### src/rtl/pc_fetch_unit.sv
// ---------------------------------------------------------------------------
// pc_fetch_unit
//
// Instruction fetch stage sitting directly upstream of the next-PC block.
// Owns the architectural PC, issues one instruction-memory read per PC over a
// req/gnt/rvalid handshake and hands the returned word to decode over a
// valid/ready handshake. Fetch is strictly non-speculative: a new request is
// only issued after decode has taken the previous instruction and the next PC
// has been loaded from NPC.
//
// Compile-time option:
//   IFU_ALIGN_CHECK_EN  - when defined, a misaligned NPC seen on the decode
//                         handshake freezes the PC, raises a sticky fetch_err
//                         and parks the FSM in ERR until reset. When not
//                         defined, NPC[1:0] are silently cleared and fetch_err
//                         is tied low.
//
// Ports:
//   clk          clock, all state updates on the rising edge
//   rst          asynchronous, active-high reset
//   NPC          next PC from the next-PC block (sampled on decode handshake)
//   PC           current PC register
//   PC_add_4     PC + 4 (combinational, wraps modulo 2^ADDR_W)
//   imem_req     instruction memory request (high only in FETCH)
//   imem_addr    request address, always equal to PC
//   imem_gnt     memory accepted the request this cycle
//   imem_rvalid  read data valid
//   imem_rdata   instruction word
//   ins          registered instruction to decode
//   ins_valid    ins holds a fetched instruction
//   ins_ready    decode accepts ins this cycle
//   fetch_err    sticky misalignment error (0 unless IFU_ALIGN_CHECK_EN)
//
// States:
//   IDLE  | one-cycle pause after reset, no request
//   FETCH | request asserted at PC, waiting for gnt
//   WAIT  | request accepted, waiting for rvalid
//   HOLD  | instruction presented to decode, waiting for ready
//   ERR   | misaligned NPC seen (option only), frozen until reset
// ---------------------------------------------------------------------------
module pc_fetch_unit #(
    parameter logic [31:0] RESET_PC = 32'h0000_3000,
    parameter int          ADDR_W   = 32
) (
    input  logic              clk,
    input  logic              rst,
    input  logic [ADDR_W-1:0] NPC,
    output logic [ADDR_W-1:0] PC,
    output logic [ADDR_W-1:0] PC_add_4,
    output logic              imem_req,
    output logic [ADDR_W-1:0] imem_addr,
    input  logic              imem_gnt,
    input  logic              imem_rvalid,
    input  logic [31:0]       imem_rdata,
    output logic [31:0]       ins,
    output logic              ins_valid,
    input  logic              ins_ready,
    output logic              fetch_err
);

    typedef enum logic [2:0] {
        S_IDLE  = 3'd0,
        S_FETCH = 3'd1,
        S_WAIT  = 3'd2,
        S_HOLD  = 3'd3
`ifdef IFU_ALIGN_CHECK_EN
        ,
        S_ERR   = 3'd4
`endif
    } state_t;

    state_t            state;
    state_t            state_nxt;

    logic [ADDR_W-1:0] pc_q;
    logic [31:0]       ins_q;
    logic              ins_valid_q;

    logic              req_c;
    logic              capture_c;
    logic              take_npc_c;
    logic              raise_err_c;
    logic              handshake;
    logic              npc_misaligned;
    logic [ADDR_W-1:0] npc_aligned;

    assign handshake      = ins_valid_q & ins_ready;
    assign npc_misaligned = |NPC[1:0];
    // Masking rather than slicing keeps every NPC bit in use in both builds.
    assign npc_aligned    = NPC & ~ADDR_W'(3);

    // -----------------------------------------------------------------------
    // State register
    // -----------------------------------------------------------------------
    always_ff @(posedge clk or posedge rst) begin
        if (rst) begin
            state <= S_IDLE;
        end else begin
            state <= state_nxt;
        end
    end

    // -----------------------------------------------------------------------
    // Next-state and control decode
    // -----------------------------------------------------------------------
    always_comb begin
        state_nxt   = state;
        req_c       = 1'b0;
        capture_c   = 1'b0;
        take_npc_c  = 1'b0;
        raise_err_c = 1'b0;

        case (state)
            S_IDLE: begin
                state_nxt = S_FETCH;
            end

            S_FETCH: begin
                // rvalid is deliberately not looked at here; only gnt moves us on.
                req_c = 1'b1;
                if (imem_gnt) begin
                    state_nxt = S_WAIT;
                end
            end

            S_WAIT: begin
                if (imem_rvalid) begin
                    capture_c = 1'b1;
                    state_nxt = S_HOLD;
                end
            end

            S_HOLD: begin
                if (handshake) begin
`ifdef IFU_ALIGN_CHECK_EN
                    if (npc_misaligned) begin
                        raise_err_c = 1'b1;
                        state_nxt   = S_ERR;
                    end else begin
                        take_npc_c  = 1'b1;
                        state_nxt   = S_FETCH;
                    end
`else
                    take_npc_c = 1'b1;
                    state_nxt  = S_FETCH;
`endif
                end
            end

`ifdef IFU_ALIGN_CHECK_EN
            S_ERR: begin
                state_nxt = S_ERR;
            end
`endif

            default: begin
                state_nxt = S_IDLE;
            end
        endcase
    end

    // -----------------------------------------------------------------------
    // PC and instruction registers
    // -----------------------------------------------------------------------
    always_ff @(posedge clk or posedge rst) begin
        if (rst) begin
            pc_q        <= ADDR_W'(RESET_PC);
            ins_q       <= '0;
            ins_valid_q <= 1'b0;
        end else begin
            if (capture_c) begin
                ins_q       <= imem_rdata;
                ins_valid_q <= 1'b1;
            end
            if (take_npc_c) begin
                pc_q        <= npc_aligned;
                ins_valid_q <= 1'b0;
            end
            if (raise_err_c) begin
                ins_valid_q <= 1'b0;
            end
        end
    end

    // -----------------------------------------------------------------------
    // Sticky error flag
    // -----------------------------------------------------------------------
`ifdef IFU_ALIGN_CHECK_EN
    logic err_q;

    always_ff @(posedge clk or posedge rst) begin
        if (rst) begin
            err_q <= 1'b0;
        end else if (raise_err_c) begin
            err_q <= 1'b1;
        end
    end

    assign fetch_err = err_q;
`else
    assign fetch_err = 1'b0;
`endif

    // -----------------------------------------------------------------------
    // Outputs
    // -----------------------------------------------------------------------
    assign PC        = pc_q;
    assign PC_add_4  = pc_q + ADDR_W'(4);
    assign imem_req  = req_c;
    assign imem_addr = pc_q;
    assign ins       = ins_q;
    assign ins_valid = ins_valid_q;

endmodule

### config.mk
export PLATFORM = sky130hd
export DESIGN_NAME = pc_fetch_unit
export DESIGN_NICKNAME = d
export VERILOG_FILES = /design/src/rtl/pc_fetch_unit.sv
export SDC_FILE = /design/constraint.sdc
export NUM_CORES = 1
export LEC_CHECK = 0
export BUFFER_PORTS_ARGS = -buffer_cell sky130_fd_sc_hd__buf_2
export CORE_MARGIN = 2
export CORE_UTILIZATION = 44
export DETAILED_ROUTE_END_ITERATION = 7
export GPL_TIMING_DRIVEN = 0
export MAX_ROUTING_LAYER = met4
export PLACE_DENSITY = 0.84
export SYNTH_ARGS = -nofsm -noshare
export SYNTH_HDL_FRONTEND = slang
export SYNTH_SLANG_ARGS = --single-unit
### constraint.sdc
create_clock -name clk -period 2.5 [get_ports clk]
set_clock_uncertainty 0.05 [all_clocks]
set_input_delay 0.125 -clock clk [delete_from_list [all_inputs] [get_ports clk]]
set_output_delay 0.125 -clock clk [all_outputs]
set_load 0.01 [all_outputs]
==> results.yml, run 1 <==
placed_design:
  place_hpwl_mm: 6.712
  gp_congestion: 0.8331
  place_ws_ps: 463.1
  io_buffers: 190
  dpl_cell_area_um2: 4521
logic_synthesis:
  synth_edf_count: 0
  syn-cell-area_um2: 3400
  yosys-top-cells-area: "dfrtp_1, mux2_2, buf_4"
  synthTopCellsByCount: "dfrtp_1, mux2_2, buf_4"
  synth_warnings: 0
  synthArstFlopShare_pct: 100.0
  synth_flop_cell: "dfrtp_1"
  postSynthAreaPerCell_um2: 12.23
  ys_seq_elements: 65
  netlist.top_cell.by_area: "dfrtp_1"
  yosysSeqAreaShare_pct: 47.92
  netlist_instances: 278
  ys_types: 32
  yosysTopAreaCellShare_pct: 46.37
  synth.most_common_cell: "dfrtp_1"
sta:
  rsz0062_at_grt: "false"
  finalCritPeriodShare_pct: 94.02
  setup_violations: 0
  holdWs_ps: 175.2
  tightest_slew_ps: 617.9
  hold_viol_final: 0
  setup_slack_ps: 149.6
  min_period_ps: 2350
  slew_viol_final: 0
  timing.fmax_mhz: 425.5
  max_slew_margin_pct: 58.81
finish:
  final_nets: 623
  num_antenna_cells: 0
  syn_to_final_growth_pct: 58.89
  drive_above_1_share_pct: 58.02
  stdcell_area_um2: 5401
  seq_area_um2: 1632
  fin_util_pct: 71.00
  multi_input_area_um2: 1449
  nFillCells: 535
grt:
  grt_use_total_pct: 25.44
  grt_first_pass_wirelength_mm: 16.26
  antenna_found_initial: 0
  grt_max_degree: 46
  grt.overflow.total: 0
  first_global_vias: 3317
cts:
  clk_pin_slew_worst_paths_ps: 80
  clockBufferDepth: 2
  htree_levels: 3
  clock_sinks: 65
  cts_buffers: 9
  clock_latency_ps: 330
  tritoncts: "done"
  cts-root-buf: "clkbuf_8"
critical_path:
  crit_fanout: 8
  ff2ff_path_depth: 5
  reg2reg_from: "state[0]$_DFFE_PP0P_"
  worstSetupStartpoint: "PC[2]$_DFFE_PP0P_"
  cp_data_required_time_ps: 2330
  crit_type: "flip-flop to output port"
  cp-end-kind: "output port"
  cp.arrival_ps: 2180
  r2r-end: "ins[20]$_DFFE_PP0P_"
  reg2reg_setup_slack_ps: 580
  cp-start-kind: "flip-flop"
  endpoint: "PC_add_4[16]"
routing:
  vias_per_cell: 4.845
  detail_route.wl_per_cell_um: 15.75
  wirelength_mm: 10.35
  drc: 0
  vias: 3183
  drt_pass1_iterations: 4
  ant_nets: 0
  drtIter0Drc: 121
die:
  die_y_um: 91.90
  core_area_um2: 7607
  placementRows: 32
  io_pins: 200
  start_util_pct: 44.69
  fp.dieW_um: 91.90
  design.die.area_um2: 8446
status:
  status: "complete, no violations"
worst_hold_path:
  hold_class: "input pin to flip-flop"
flow_run:
  drv_cap: 0
power:
  ir_worst_vdd_uv: 763.6
  p_leak_uw: 0.002760
  power_density_nw_per_um2: 1233
state kept, by name (all words and copies together) (netlist names):
signal     cells
PC            30
ins_valid      1
state          2
ins           32
cells by family (layout without fill, tap and decap cells):
kind of cell	count (synthesis)	in the layout	share of synthesized area, %
flip-flops	65	65	47.92
multiplexers	63	63	20.83
AND/OR/NAND/NOR	58	58	11.26
buffers and inverters	56	327	10.53
XOR/XNOR	28	28	7.214
adder cells (fa/ha/maj)	4	4	1.472
AO/OA/AOI/OAI	3	3	0.6624
other	1	7	0.1103
cell usage in the layout (no fill, tap or decap), types with 2 or more instances in the layout:
cell type and count:
buf_2 191, nor3_1 6, and3_1 2, mux2_2 62
dfrtp_1 61, buf_1 6, conb_1 7, buf_4 38
xor2_1 13, ha_1 4, nor4_1 3, and4_1 3
clkinv_4 2, nor4_4 3, clkbuf_8 9, bufinv_16 2
inv_1 10, dfstp_2 2, nand4_2 2, dlygate4sd3_1 63
dfrtp_2 2, nor2_1 6, xnor2_1 15, nand4_1 7
nand3_1 14, nand2_1 7
area by class of cell:
class	instances	area share, %
clock inverter	7	1.899
timing repair buffer	255	29.79
clock buffer	9	2.293
multi-input combinational	163	26.82
buffer	45	5.861
sequential	65	30.21
inverter	11	0.7644
tap	102	2.363
per-stage QoR:
stage,power [uW],TNS [ps],instances
final,6658,0,657
after global routing,7049,0,657
after CTS,6590,0,656
after detailed placement,5486,0,577
after global placement,5349,-115.5,576
after floorplan,4084,0,284
metal layers:
| metal | up-vias | GRT usage [%] | wire, um |
|---|---|---|---|
| li1 | 1470 | - | - |
| met1 | 1542 | 27.94 | 3937 |
| met2 | 151 | 45.04 | 5402 |
| met3 | 20 | 6.738 | 802 |
| met4 | 0 | 8.209 | 204 |
| met5 | - | - | 0 |
critical path: stages, from the launching register on:
cell and delay, ps:
dfrtp_2 440, ha_1 200, and3_1 150, buf_2 190
nand4_4 200, buf_4 220, nor2_1 110, xor2_1 160
buf_2 160
where the power goes:
group          internal (uW)  total [uW]  switching [uW]  leakage, uW
combinational           1780        3350            1560      0.00187
clock                    573        1010             441     0.000116
sequential              1600        2300             691     0.000769
total                   3960        6660            2700      0.00276
repair_timing:
action	in CTS	in global routing
setup endpoints to repair	0	5
hold buffers	63	0
buffers inserted	0	1
endpoints found under the hold margin	82	0
resized for setup	0	4
worst min-delay path by stage:
| stage | to | depth (start not counted) | from | slack, ps |
|---|---|---|---|---|
| after detailed placement | PC[18]$_DFFE_PP0P_ | 2 | rst | 130 |
| after global routing | state[1]$_DFFE_PP0P_ | 4 | imem_rvalid | 190 |
| final | state[1]$_DFFE_PP0P_ | 4 | imem_rvalid | 180 |
| after CTS | state[1]$_DFFE_PP0P_ | 4 | imem_rvalid | 140 |
| after floorplan | PC[6]$_DFFE_PP0P_ | 1 | NPC[6] | 230 |
| after global placement | ins[4]$_DFFE_PP0P_ | 2 | imem_rdata[4] | 310 |
No activity file was read; power rests on OpenSTA's default activity.
==> run 2, diff against run 1 <==
--- a/config.mk
+++ b/config.mk
@@ -7,11 +7,11 @@
 export LEC_CHECK = 0
 export BUFFER_PORTS_ARGS = -buffer_cell sky130_fd_sc_hd__buf_2
 export CORE_MARGIN = 2
-export CORE_UTILIZATION = 44
+export CORE_UTILIZATION = 47
 export DETAILED_ROUTE_END_ITERATION = 7
 export GPL_TIMING_DRIVEN = 0
 export MAX_ROUTING_LAYER = met4
-export PLACE_DENSITY = 0.84
+export PLACE_DENSITY = 0.88
 export SYNTH_ARGS = -nofsm -noshare
 export SYNTH_HDL_FRONTEND = slang
 export SYNTH_SLANG_ARGS = --single-unit
==> constraint.sdc (replaced) <==
create_clock -name clk -period 3.05 [get_ports clk]
set_clock_uncertainty 0.05 [all_clocks]
set_input_delay 0.1525 -clock clk [delete_from_list [all_inputs] [get_ports clk]]
set_output_delay 0.1525 -clock clk [all_outputs]
set_load 0.01 [all_outputs]
==> run 2 against run 1 <==
Critical path depth shrank 1. Sequential cell count is the same. Final cell count shrank 2.1%. Hold slack lost 170 ps. Global-route usage grew 0.60 points. Sequential power shrank 19%. Cell area shrank 2.4%. Sequential share of layout area grew 0.68 points. Highest routed layer unchanged.
==> results.yml, run 2 (synthesis results as in run 1) <==
power:
  internal_power_uw: 3251
  p_clk_share_pct: 15.3
  power_density_nw_per_um2: 1030
  p_leak_uw: 0.002701
  sw_frac_of_total_pct: 40.13
  power_frac_seq_pct: 34.5
  ir_worst_vdd_uv: 634.0
  netSwitchingPower_uw: 2179
  comb_power_share_pct: 50.2
finish:
  syn_to_final_growth_pct: 55.13
  final_cell_mix: "buf_2, dfrtp_1, mux2_2"
  num_antenna_cells: 0
  largest_reg_flops: 32
  layout_commonest_cell: "buf_2"
  nFillCells: 474
  stdcell_area_um2: 5274
  final_nets: 612
  drive_above_1_share_pct: 58.46
worst_hold_path:
  hold_class: "input pin to flip-flop"
  hold_end: "PC[8]$_DFFE_PP0P_"
  min-delay-start: "NPC[8]"
  holdPathStages: 2
die:
  placementRows: 31
  design.die.area_um2: 7929
  start_util_pct: 47.63
  io_pins: 200
  fp.dieW_um: 89.05
  die_y_um: 89.05
  core_area_um2: 7137
grt:
  grt_max_degree: 42
  grt_use_total_pct: 26.05
  first_global_vias: 3124
  antenna_found_initial: 0
  grt_first_pass_wirelength_mm: 15.07
  grt.overflow.total: 0
critical_path:
  ff2ff_path_depth: 5
  crit_fanout: 8
  cp.arrival_ps: 2230
  cp_data_required_time_ps: 2850
  cp_num_buf_inv: 2
  reg2reg_setup_slack_ps: 1070
  cp-start-kind: "flip-flop"
  reg2reg_from: "state[0]$_DFFE_PP0P_"
  critPathTopFamily: "simple AND/OR/NAND/NOR gates"
  cp_slowest_stage_delay_ps: 490
  cp-end-kind: "output port"
  worstPathCellList: "ha_1 -> and3_1 -> buf_2 -> nand4_4 -> nor4_4 -> xor2_1 -> buf_2"
  r2r-end: "ins[23]$_DFFE_PP0P_"
  crit_type: "flip-flop to output port"
  crit_slowest_cell: "dfrtp_1"
  cp_common_cell: "buf_2"
sta:
  max_slew_margin_pct: 60.58
  min_period_ps: 2435
  setup_violations: 0
  rsz0062_at_grt: "false"
  hold_viol_final: 0
  timing.fmax_mhz: 410.6
  tightest_slew_ps: 591.2
  setup_slack_ps: 614.6
  tns_ps: 0
  slew_viol_final: 0
  finalCritPeriodShare_pct: 79.85
routing:
  drtIter0Drc: 97
  vias_per_cell: 4.848
  detail_route.wl_per_cell_um: 15.74
  ant_nets: 0
  drt_pass1_iterations: 4
  vias: 3117
  wirelength_mm: 10.12
  drc: 0
flow_run:
  drv_cap: 0
cts:
  htree_levels: 3
  cts-root-buf: "clkbuf_8"
  clockBufferDepth: 2
  tritoncts: "done"
  clock_sinks: 65
  post_cts_resized: 0
  clk_pin_slew_worst_paths_ps: 80
  clock_latency_ps: 340
  cts_buffers: 9
placed_design:
  place_ws_ps: 983.3
  place_hpwl_mm: 6.858
  gp_congestion: 0.7867
  dpl_cell_area_um2: 4517
  io_buffers: 190
status:
  status: "complete, no violations"
==> run 2: cell count changes in the layout (fill, tap and decap cells not counted), sizes merged <==
cell,previous run,this run
buf,237,236
clkbuf,9,10
clkinvlp,0,2
clkinv,3,1
inv,13,12
dlygate4sd3,63,53
==> run 2: area by class of cell <==
class	count	area (um^2)	area share [%]
flip-flops and latches	65	1629	30.89
repair buffers	244	1501	28.47
multi-input cells	163	1435	27.21
plain buffers	45	316.6	6.002
clock buffers	10	137.6	2.610
well taps	99	123.9	2.349
clock inverters	6	88.84	1.684
inverters	11	41.29	0.7829
==> run 2: layer usage <==
metal	global-route usage (%)	wire length, um
met5	-	0
met2	46.13	5287
met4	9.498	199
met3	6.002	740
met1	28.61	3896
==> run 2: worst max-delay path by stage <==
| stage | startpoint | end | cells after the start |
|---|---|---|---|
| 6_report | PC[2]$_DFFE_PP0P_ | PC_add_4[30] | 7 |
| 5_1_grt | PC[2]$_DFFE_PP0P_ | PC_add_4[24] | 7 |
| 3_5_place_dp | PC[2]$_DFFE_PP0P_ | PC_add_4[30] | 7 |
| 3_3_place_gp | rst | ins[2]$_DFFE_PP0P_ | 2 |
| 2_1_floorplan | PC[2]$_DFFE_PP0P_ | PC_add_4[30] | 6 |
| 4_1_cts | PC[2]$_DFFE_PP0P_ | PC_add_4[30] | 7 |
==> run 2: stage by stage <==
step | hold slack, ps | total power [uW] | util (%) | std cells
6_report | 0.3867 | 5430 | 73.90 | 643
5_1_grt | 3.616 | 5776 | 73.90 | 643
4_1_cts | 0.06950 | 5395 | 73.90 | 643
3_5_place_dp | 195.6 | 4509 | 63.29 | 574
3_3_place_gp | 333.1 | 4390 | 63.01 | 573
2_1_floorplan | 252.9 | 3348 | - | 284
==> run 2: repair_timing <==
item | CTS | global route
setup buffers | 0 | 0
hold endpoints to repair | 76 | 0
hold buffers | 53 | 0
==> run 2: power by group through the flow <==
| stage | registers [uW] | logic, uW | clock network [uW] |
|---|---|---|---|
| detailed placement | 1860 | 2650 | 0 |
| CTS | 1850 | 2710 | 839 |
| global placement | 1820 | 2570 | 0 |
| finish | 1870 | 2720 | 832 |
| global route | 1940 | 2960 | 875 |
| floorplan | 1950 | 1400 | 0 |
==> run 2: worst reg2reg max path, delay by kind of cell (launching register included) <==
family | cells | cell delay (ps)
flops | 1 | 410
simple gates | 1 | 200
buf+inv | 2 | 560
mux | 1 | 410
fa+ha+maj | 1 | 230
==> run 3, diff against run 2 <==
--- a/config.mk
+++ b/config.mk
@@ -7,11 +7,11 @@
 export LEC_CHECK = 0
 export BUFFER_PORTS_ARGS = -buffer_cell sky130_fd_sc_hd__buf_2
 export CORE_MARGIN = 2
-export CORE_UTILIZATION = 47
+export CORE_UTILIZATION = 40
 export DETAILED_ROUTE_END_ITERATION = 7
 export GPL_TIMING_DRIVEN = 0
 export MAX_ROUTING_LAYER = met4
-export PLACE_DENSITY = 0.88
+export PLACE_DENSITY = 0.8
 export SYNTH_ARGS = -nofsm -noshare
 export SYNTH_HDL_FRONTEND = slang
 export SYNTH_SLANG_ARGS = --single-unit
==> constraint.sdc (replaced) <==
create_clock -name clk -period 2.05 [get_ports clk]
set_clock_uncertainty 0.05 [all_clocks]
set_input_delay 0.1025 -clock clk [delete_from_list [all_inputs] [get_ports clk]]
set_output_delay 0.1025 -clock clk [all_outputs]
set_load 0.01 [all_outputs]
==> run 3 against run 2 <==
The flow now finishes with violations (setup timing). Via count rose by 6.2%. Final cell count rose by 6.2%. Global-route usage fell by 1.5 points. Clock power rose by 33%. Count of clock-buffer cells in the layout fell by 1. Routed wire length rose by 10%. Hold slack improved by 150 ps. Setup slack got worse by 720 ps. Core utilization fell by 4.2 points. Highest routed layer unchanged.
==> results.yml, run 3 (synthesis results as in run 1) <==
cts:
  clock_sinks: 65
  clk_pin_slew_worst_paths_ps: 80
  tritoncts: "done"
  clock_latency_ps: 340
  cts_buffers: 9
  cts-root-buf: "clkbuf_8"
  clockBufferDepth: 2
  htree_levels: 3
die:
  start_util_pct: 41.37
  placementRows: 33
  core_area_um2: 8217
  io_pins: 200
  die_y_um: 96.19
  design.die.area_um2: 9253
  fp.dieW_um: 96.19
routing:
  drc: 0
  drt_pass1_iterations: 4
  vias: 3311
  detail_route.wl_per_cell_um: 16.35
  vias_per_cell: 4.848
  drtIter0Drc: 120
  wirelength_mm: 11.17
  ant_nets: 0
status:
  violations: "setup timing"
  status: "finished with violations"
power:
  ir_worst_vdd_uv: 864.0
  fin_total_pwr_uw: 8419
  p_leak_uw: 0.002879
  power_density_nw_per_um2: 1471
grt:
  grt.overflow.total: 0
  grt_use_total_pct: 24.57
  first_global_vias: 3367
  grt_max_degree: 38
  antenna_found_initial: 0
  grt_first_pass_wirelength_mm: 16.50
finish:
  drive_above_1_share_pct: 64.88
  largest_reg_flops: 32
  layout_commonest_cell: "buf_2"
  final_cell_mix: "buf_2, dlygate4sd3_1, mux2_2"
  num_antenna_cells: 0
  layoutNonFillerInstCount: 683
  syn_to_final_growth_pct: 68.35
  final_nets: 646
sta:
  max_slew_margin_pct: 55.13
  holdWs_ps: 151.8
  rsz0062_at_grt: "true"
  setup_violations: 16
  timing.fmax_mhz: 463.2
  slew_viol_final: 0
  min_period_ps: 2159
  tns_ps: -996.4
  tightest_slew_ps: 672.1
  setup_slack_ps: -108.8
  hold_viol_final: 0
  finalCritPeriodShare_pct: 105.3
critical_path:
  cp-start-kind: "flip-flop"
  cp_data_required_time_ps: 1900
  crit_fanout: 4
  crit_type: "flip-flop to output port"
  cp.arrival_ps: 2010
  cp-end-kind: "output port"
flow_run:
  drv_cap: 0
placed_design:
  place_inst: 580
  place_hpwl_mm: 7.033
  gp_congestion: 0.7892
  io_buffers: 190
worst_hold_path:
  hold_class: "input pin to flip-flop"
[run 3: worst paths after layout]
| check | from | to | slack, ps | cells past startpoint |
|---|---|---|---|---|
| setup / recovery | PC[3]$_DFFE_PP0P_ | PC_add_4[29] | -110 | 7 |
| hold / removal | imem_rvalid | state[1]$_DFFE_PP0P_ | 150 | 4 |
| setup reg to reg | state[0]$_DFFE_PP0P_ | PC[17]$_DFFE_PP0P_ | 120 | 4 |
| hold reg to reg | ins[18]$_DFFE_PP0P_ | ins[18]$_DFFE_PP0P_ | 450 | 1 |
| max in group asynchronous | rst | PC[13]$_DFFE_PP1P_ | 900 | 4 |
| min in group asynchronous | rst | PC[18]$_DFFE_PP0P_ | 360 | 3 |
[run 3: area by class of cell]
| class | instances | area [um^2] |
|---|---|---|
| fill | 572 | 2494 |
| sequential | 65 | 1645 |
| tap | 105 | 131.4 |
| clock inverter | 7 | 77.57 |
| clock buffer | 9 | 123.9 |
| timing repair buffer | 278 | 1805 |
| inverter | 11 | 41.29 |
| multi-input combinational | 163 | 1573 |
| buffer | 45 | 325.3 |
[run 3: what timing repair did]
item	in CTS	in global routing
hold endpoints to repair	90	0
hold buffers	63	0
resized for setup	26	21
setup buffers	15	9
pin swaps	10	8
setup endpoints to repair	18	26
[run 3: worst max-delay path, cell delays in order (launching register included)]
cell and delay (ps):
dfrtp_2 410, buf_6 120, nand4_1 190, nor4_4 320, buf_4 190, nand4_1 120
xnor2_1 160, buf_2 150
[run 3: report_power, final]
part	leakage (uW)	switching, uW	internal, uW
clock	0.000100	538	572
sequential	0.000758	783	1980
combinational	0.00202	2120	2420
[run 3: routing by layer]
| layer | GRT usage, % | up-vias | wire, um |
|---|---|---|---|
| li1 | - | 1514 | - |
| met1 | 26.31 | 1617 | 4317 |
| met2 | 44.39 | 166 | 6001 |
| met3 | 5.403 | 14 | 722 |
| met4 | 8.810 | 0 | 127 |
| met5 | - | - | 0 |
[run 3: metrics by stage]
| step | area, um^2 | utilization (%) | setup slack [ps] |
|---|---|---|---|
| after floorplan | 3422 | - | 250.3 |
| after detailed placement | 4524 | 55.06 | -20.57 |
| after global routing | 5723 | 69.65 | -270.2 |
| after global placement | 4504 | 54.82 | -464.8 |
| final | 5723 | 69.65 | -108.8 |
| after CTS | 5553 | 67.58 | -101.4 |
